`config.mk`:
```
export PLATFORM = sky130hd
export DESIGN_NAME = quat_frame_tx
export DESIGN_NICKNAME = d
export VERILOG_FILES = /design/src/rtl/quat_frame_tx.sv
export SDC_FILE = /design/constraint.sdc
export NUM_CORES = 1
export LEC_CHECK = 0
export ABC_AREA = 1
export CORE_MARGIN = 10
export CORE_UTILIZATION = 43
export DETAILED_ROUTE_END_ITERATION = 10
export PLACE_DENSITY = 0.69
export SYNTH_ARGS = -nofsm -noshare
export SYNTH_HDL_FRONTEND = slang
export SYNTH_SLANG_ARGS = --single-unit
```
`constraint.sdc`:
```
create_clock -name clk -period 3.65 [get_ports clk]
set_clock_uncertainty 0.05 [all_clocks]
set_input_delay 0.73 -clock clk [delete_from_list [all_inputs] [get_ports clk]]
set_output_delay 0.73 -clock clk [all_outputs]
set_load 0.03 [all_outputs]
```
`src/rtl/quat_frame_tx.sv`:
```
// quat_frame_tx
// Byte-stream transmitter for the orientation filter's output quaternion.
// A load strobe captures q_w/q_i/q_j/q_k and the block emits a 12-byte frame:
//   SYNC0, SYNC1, SEQ, w_hi, w_lo, i_hi, i_lo, j_hi, j_lo, k_hi, k_lo, CHK
// where CHK is the XOR of bytes 2..10.
// A single pending slot absorbs one load while a frame is in flight.
// A second such load overwrites the slot and raises a one-cycle drop pulse.
//
// Ports:
//   clk       system clock, rising edge
//   rst_n     asynchronous active-low reset
//   load      capture strobe for q_*
//   q_w..q_k  16-bit signed quaternion components, passed through unmodified
//   tx_data   registered frame byte
//   tx_valid  tx_data is valid (high for the whole frame)
//   tx_ready  downstream accepts the byte when tx_valid & tx_ready
//   busy      frame in flight or pending slot occupied
//   drop      one-cycle pulse: pending sample was overwritten and lost
module quat_frame_tx #(
  parameter logic [7:0] SYNC0 = 8'hA5,
  parameter logic [7:0] SYNC1 = 8'h5A
) (
  input  logic        clk,
  input  logic        rst_n,
  input  logic        load,
  input  logic [15:0] q_w,
  input  logic [15:0] q_i,
  input  logic [15:0] q_j,
  input  logic [15:0] q_k,
  output logic [7:0]  tx_data,
  output logic        tx_valid,
  input  logic        tx_ready,
  output logic        busy,
  output logic        drop
);

  typedef enum logic {
    IDLE,
    SEND
  } state_t;

  state_t      state_q, state_d;
  logic [3:0]  index_q, index_d;
  logic [7:0]  data_q, data_d;
  logic        drop_q, drop_d;
  logic [7:0]  seq_cnt_q, seq_cnt_d;
  logic [7:0]  frame_seq_q, frame_seq_d;

  logic [15:0] act_w_q, act_i_q, act_j_q, act_k_q;
  logic [15:0] act_w_d, act_i_d, act_j_d, act_k_d;
  logic [15:0] pend_w_q, pend_i_q, pend_j_q, pend_k_q;
  logic [15:0] pend_w_d, pend_i_d, pend_j_d, pend_k_d;
  logic        pend_full_q, pend_full_d;

  logic [3:0]  index_inc;
  logic [7:0]  next_byte;
  logic [7:0]  chk;
  logic        accept;
  logic        last_accept;
  logic        capture_new;
  logic        take_pend;
  logic        start_frame;

  assign tx_data  = data_q;
  assign tx_valid = (state_q == SEND);
  assign busy     = (state_q == SEND) | pend_full_q;
  assign drop     = drop_q;

  assign accept      = (state_q == SEND) & tx_ready;
  assign last_accept = accept & (index_q == 4'd11);

  // Checksum covers the sequence number and all eight payload bytes of the
  // active frame; the active registers are frozen for the frame's lifetime.
  assign chk = frame_seq_q
             ^ act_w_q[15:8] ^ act_w_q[7:0]
             ^ act_i_q[15:8] ^ act_i_q[7:0]
             ^ act_j_q[15:8] ^ act_j_q[7:0]
             ^ act_k_q[15:8] ^ act_k_q[7:0];

  // Because tx_data is registered, the byte loaded on an accept is the one
  // for the following index. Byte 0 of a new frame is handled separately.
  assign index_inc = index_q + 4'd1;

  always_comb begin
    next_byte = 8'h00;
    case (index_inc)
      4'd1:    next_byte = SYNC1;
      4'd2:    next_byte = frame_seq_q;
      4'd3:    next_byte = act_w_q[15:8];
      4'd4:    next_byte = act_w_q[7:0];
      4'd5:    next_byte = act_i_q[15:8];
      4'd6:    next_byte = act_i_q[7:0];
      4'd7:    next_byte = act_j_q[15:8];
      4'd8:    next_byte = act_j_q[7:0];
      4'd9:    next_byte = act_k_q[15:8];
      4'd10:   next_byte = act_k_q[7:0];
      4'd11:   next_byte = chk;
      default: next_byte = SYNC0;
    endcase
  end

  // Next-state logic. On the last-byte accept, a full pending slot takes
  // priority over a simultaneous load. That load then refills the freed
  // slot without a drop.
  always_comb begin
    state_d     = state_q;
    index_d     = index_q;
    data_d      = data_q;
    drop_d      = 1'b0;
    seq_cnt_d   = seq_cnt_q;
    frame_seq_d = frame_seq_q;
    act_w_d     = act_w_q;
    act_i_d     = act_i_q;
    act_j_d     = act_j_q;
    act_k_d     = act_k_q;
    pend_w_d    = pend_w_q;
    pend_i_d    = pend_i_q;
    pend_j_d    = pend_j_q;
    pend_k_d    = pend_k_q;
    pend_full_d = pend_full_q;
    capture_new = 1'b0;
    take_pend   = 1'b0;
    start_frame = 1'b0;

    case (state_q)
      IDLE: begin
        if (load) begin
          capture_new = 1'b1;
          start_frame = 1'b1;
        end
      end
      SEND: begin
        if (accept) begin
          if (index_q == 4'd11) begin
            if (pend_full_q) begin
              take_pend   = 1'b1;
              start_frame = 1'b1;
            end else if (load) begin
              capture_new = 1'b1;
              start_frame = 1'b1;
            end else begin
              state_d = IDLE;
            end
          end else begin
            index_d = index_inc;
            data_d  = next_byte;
          end
        end

        if (load && !last_accept) begin
          pend_w_d    = q_w;
          pend_i_d    = q_i;
          pend_j_d    = q_j;
          pend_k_d    = q_k;
          pend_full_d = 1'b1;
          drop_d      = pend_full_q;
        end

        if (last_accept && pend_full_q) begin
          pend_full_d = load;
          if (load) begin
            pend_w_d = q_w;
            pend_i_d = q_i;
            pend_j_d = q_j;
            pend_k_d = q_k;
          end
        end
      end
      default: state_d = IDLE;
    endcase

    if (capture_new) begin
      act_w_d = q_w;
      act_i_d = q_i;
      act_j_d = q_j;
      act_k_d = q_k;
    end

    if (take_pend) begin
      act_w_d = pend_w_q;
      act_i_d = pend_i_q;
      act_j_d = pend_j_q;
      act_k_d = pend_k_q;
    end

    // A frame takes its sequence number as it enters byte 0.
    if (start_frame) begin
      state_d     = SEND;
      index_d     = 4'd0;
      data_d      = SYNC0;
      frame_seq_d = seq_cnt_q;
      seq_cnt_d   = seq_cnt_q + 8'd1;
    end
  end

  // State register. Reset abandons any partial frame and empties the slot.
  always_ff @(posedge clk or negedge rst_n) begin
    if (!rst_n) begin
      state_q     <= IDLE;
      index_q     <= 4'd0;
      data_q      <= 8'h00;
      drop_q      <= 1'b0;
      seq_cnt_q   <= 8'h00;
      frame_seq_q <= 8'h00;
      act_w_q     <= 16'h0000;
      act_i_q     <= 16'h0000;
      act_j_q     <= 16'h0000;
      act_k_q     <= 16'h0000;
      pend_w_q    <= 16'h0000;
      pend_i_q    <= 16'h0000;
      pend_j_q    <= 16'h0000;
      pend_k_q    <= 16'h0000;
      pend_full_q <= 1'b0;
    end else begin
      state_q     <= state_d;
      index_q     <= index_d;
      data_q      <= data_d;
      drop_q      <= drop_d;
      seq_cnt_q   <= seq_cnt_d;
      frame_seq_q <= frame_seq_d;
      act_w_q     <= act_w_d;
      act_i_q     <= act_i_d;
      act_j_q     <= act_j_d;
      act_k_q     <= act_k_d;
      pend_w_q    <= pend_w_d;
      pend_i_q    <= pend_i_d;
      pend_j_q    <= pend_j_d;
      pend_k_q    <= pend_k_d;
      pend_full_q <= pend_full_d;
    end
  end

endmodule
```
==> flow_metrics.py <==
metrics = {
    "logic_synthesis": {
        "yosysWarnings": 0,
        "ys_types": 31,
        "ys_ff_latch": 159,
        "syn_area_um2": 8713,
        "yosysMostFrequentCell": "nand2_1",
        "synth-edff-count": 0,
        "synth_area_per_cell_um2": 7.663,
        "synth-main-ff-cell": "dfrtp_1",
        "syn_inst": 1137,
        "synth_common_cells": "nand2_1 (368), dfrtp_1 (159), inv_1 (123), o21ai_0 (116), nand3_1 (68)",
        "syn_nets": 1211,
        "yosysTopAreaCell": "dfrtp_1",
        "yosys-top-cells-area": "dfrtp_1 (46%), nand2_1 (16%), o21ai_0 (6.7%), inv_1 (5.3%), nand3_1 (3.9%)",
        "async_reset_ff_share_pct": 100.0,
        "yosysSeqAreaShare_pct": 45.66,
        "synth.top_cell.area_share_pct": 45.66,
    },
    "sta": {
        "finalCriticalPeriod_ps": 2563,
        "period_share_pct": 70.21,
        "tightest_slew_ps": 767.1,
        "hold_viol_final": 0,
        "finalMaxSlewViolations": 0,
        "finalSetupViolCount": 0,
        "tns_ps": 0,
        "clock.fmax_ghz": 0.3902,
        "rsz0062_at_grt": "false",
        "relSlewSlack_pct": 48.86,
    },
    "critical_path": {
        "max_stage_delay_ps": 540,
        "crit_path_frequent_cell": "nand2_1",
        "cp.required_ps": 3970,
        "end_kind": "register",
        "cp_top_family": "simple AND/OR/NAND/NOR gates",
        "worst-path-buf-inv": 0,
        "crit_fanout": 19,
        "start_kind": "register",
        "cp.depth": 10,
        "cp_cell_sequence": "ha_1 -> xor2_4 -> nand2_1 -> nor2_1 -> nand2_1 -> nand3_1 -> nor2_1 -> nand3_1 -> nand2_1 -> nand2_1",
        "crit_type": "reg2reg",
        "r2r_start": "index_q[0]",
        "slowest_stage": "dfrtp_1",
        "rr_worst_depth": 10,
        "regToRegSetupSlack_ps": 1090,
        "cp.arrival_ps": 2880,
        "r2r_end": "tx_data[4]",
    },
    "drt": {
        "drc": 0,
        "drt-total-wl_mm": 21.20,
        "vias_per_cell": 4.995,
        "drt-wirelength-per-cell_um": 14.40,
        "ant_nets": 0,
        "dr.pass1.iters": 6,
        "vias": 7352,
        "drt_iter0_drc": 516,
    },
    "floorplan": {
        "core_area_um2": 20100,
        "die_w_um": 162.4,
        "dieArea_um2": 26360,
        "ios": 79,
        "rows": 52,
        "initial_utilization_pct": 43.34,
        "dieHeight_um": 162.4,
    },
    "clock_tree": {
        "cts_buffers": 17,
        "cts_buffer_depth": 2,
        "htree_num_levels": 4,
        "postCtsSetupRepairBufs": 0,
        "hold_buffers": 0,
        "clk_pin_slew_ps": 70,
        "post_cts_resized": 0,
        "clock_latency_ps": 430,
        "cts_tree": "built",
        "cts_sinks": 159,
        "cts_root_buf": "clkbuf_16",
    },
    "power_and_ir_drop": {
        "power.leakage_nw": 5.216,
        "ir_worst_vdd_v": 0.0004332,
        "powerDensity_nw_per_um2": 848.4,
        "p_total_mw": 8.765,
    },
    "placement": {
        "portBuffers": 78,
        "dp.final_hpwl_mm": 15.11,
        "gp_congestion": 0.9442,
    },
    "global_routing": {
        "grt_pass1_vias": 6804,
        "grt_usage_pct": 16.39,
        "grt_pass1_wl_mm": 35.18,
        "antenna_found_initial": 0,
        "grt_max_degree": 130,
        "grt_overflow": 0,
    },
    "outcome": {
        "status": "finished clean",
    },
    "finish": {
        "diodes": 0,
        "areaGrowthSynthToFinish_pct": 18.57,
        "fin_nets": 1263,
        "drive_above_1_share_pct": 7.987,
    },
    "min_path": {
        "worst_hold_path_type": "in2async",
    },
    "flow_run": {
        "cap_violations": 0,
    },
}
==> final cells by class <==
cell class / count / area [µm²]
fill: 1941 / 9773
sequential: 159 / 3979
multi-input combinational: 797 / 3928
timing repair buffer: 89 / 927.1
inverter: 125 / 469.2
clock buffer: 19 / 432.9
tap: 270 / 337.8
clock inverter: 13 / 257.7
==> how the worst max path moves through the flow <==
stage	slack, ps	endpoint	start
floorplan	1700	register	index_q[0]
global placement	930	register	tx_ready
detailed placement	850	register	tx_ready
CTS	1050	register	index_q[0]
global route	870	register	index_q[0]
finish	1090	tx_data[4]	index_q[0]
==> layout by cell type (no fill, tap or decap), drive strengths merged <==
master and instances:
a21oi 7, buf 12, bufinv 7, clkbuf 19, clkdlybuf4s50 77, clkinv 3
clkinvlp 1, dfrtp 159, ha 6, inv 127, nand2 374, nand2b 2
nand3 69, nand3b 7, nand4 32, nor2 51, nor3 3, o21ai 205
o22ai 2, or2 2, xnor2 23, xor2 14
==> report_power, final <==
| group | total, mW | switching, mW | internal, mW | leakage [nW] |
|---|---|---|---|---|
| registers | 3.23 | 0.760 | 2.47 | 1.96 |
| clock network | 2.08 | 0.721 | 1.36 | 0.332 |
| logic | 3.46 | 2.14 | 1.32 | 2.92 |
| total | 8.77 | 3.62 | 5.15 | 5.22 |
==> through the flow <==
stage / setup slack [ps] / cell area (µm²) / util [%] / hold WS, ps / instances
after detailed placement: 849.7 / 9641 / 47.95 / 412.2 / 1440
after CTS: 1051 / 10330 / 51.39 / 319.1 / 1472
after global placement: 931.9 / 9641 / 47.95 / 408.4 / 1440
final: 1087 / 10330 / 51.39 / 281.9 / 1472
after global routing: 869.0 / 10330 / 51.39 / 333.6 / 1472
after floorplan: 1699 / 8713 / - / 384.4 / 1137
==> cells by family after synthesis <==
| family | count (synthesis) | share of synthesized area [%] |
|---|---|---|
| compound gates | 214 | 13.70 |
| xor+xnor | 37 | 4.021 |
| fa+ha+maj | 6 | 0.8616 |
| buf+inv | 181 | 9.463 |
| flops | 159 | 45.66 |
| simple gates | 540 | 26.29 |
==> layer usage <==
layer	wire (µm)	vias up	track usage, %
met5	0	-	0
met1	9751	3422	22.12
met4	345	0	5.087
li1	-	3743	-
met2	10030	164	25.58
met3	1069	23	3.792
==> worst reg2reg max path, cell delays in order (launching register included) <==
cell and delay [ps]:
dfrtp_1 540, ha_1 390, xor2_4 530, nand2_1 130, nor2_1 310, nand2_1 120
nand3_1 110, nor2_1 50, nand3_1 140, nand2_1 70, nand2_1 60
Power figures use the tool's default switching activity.
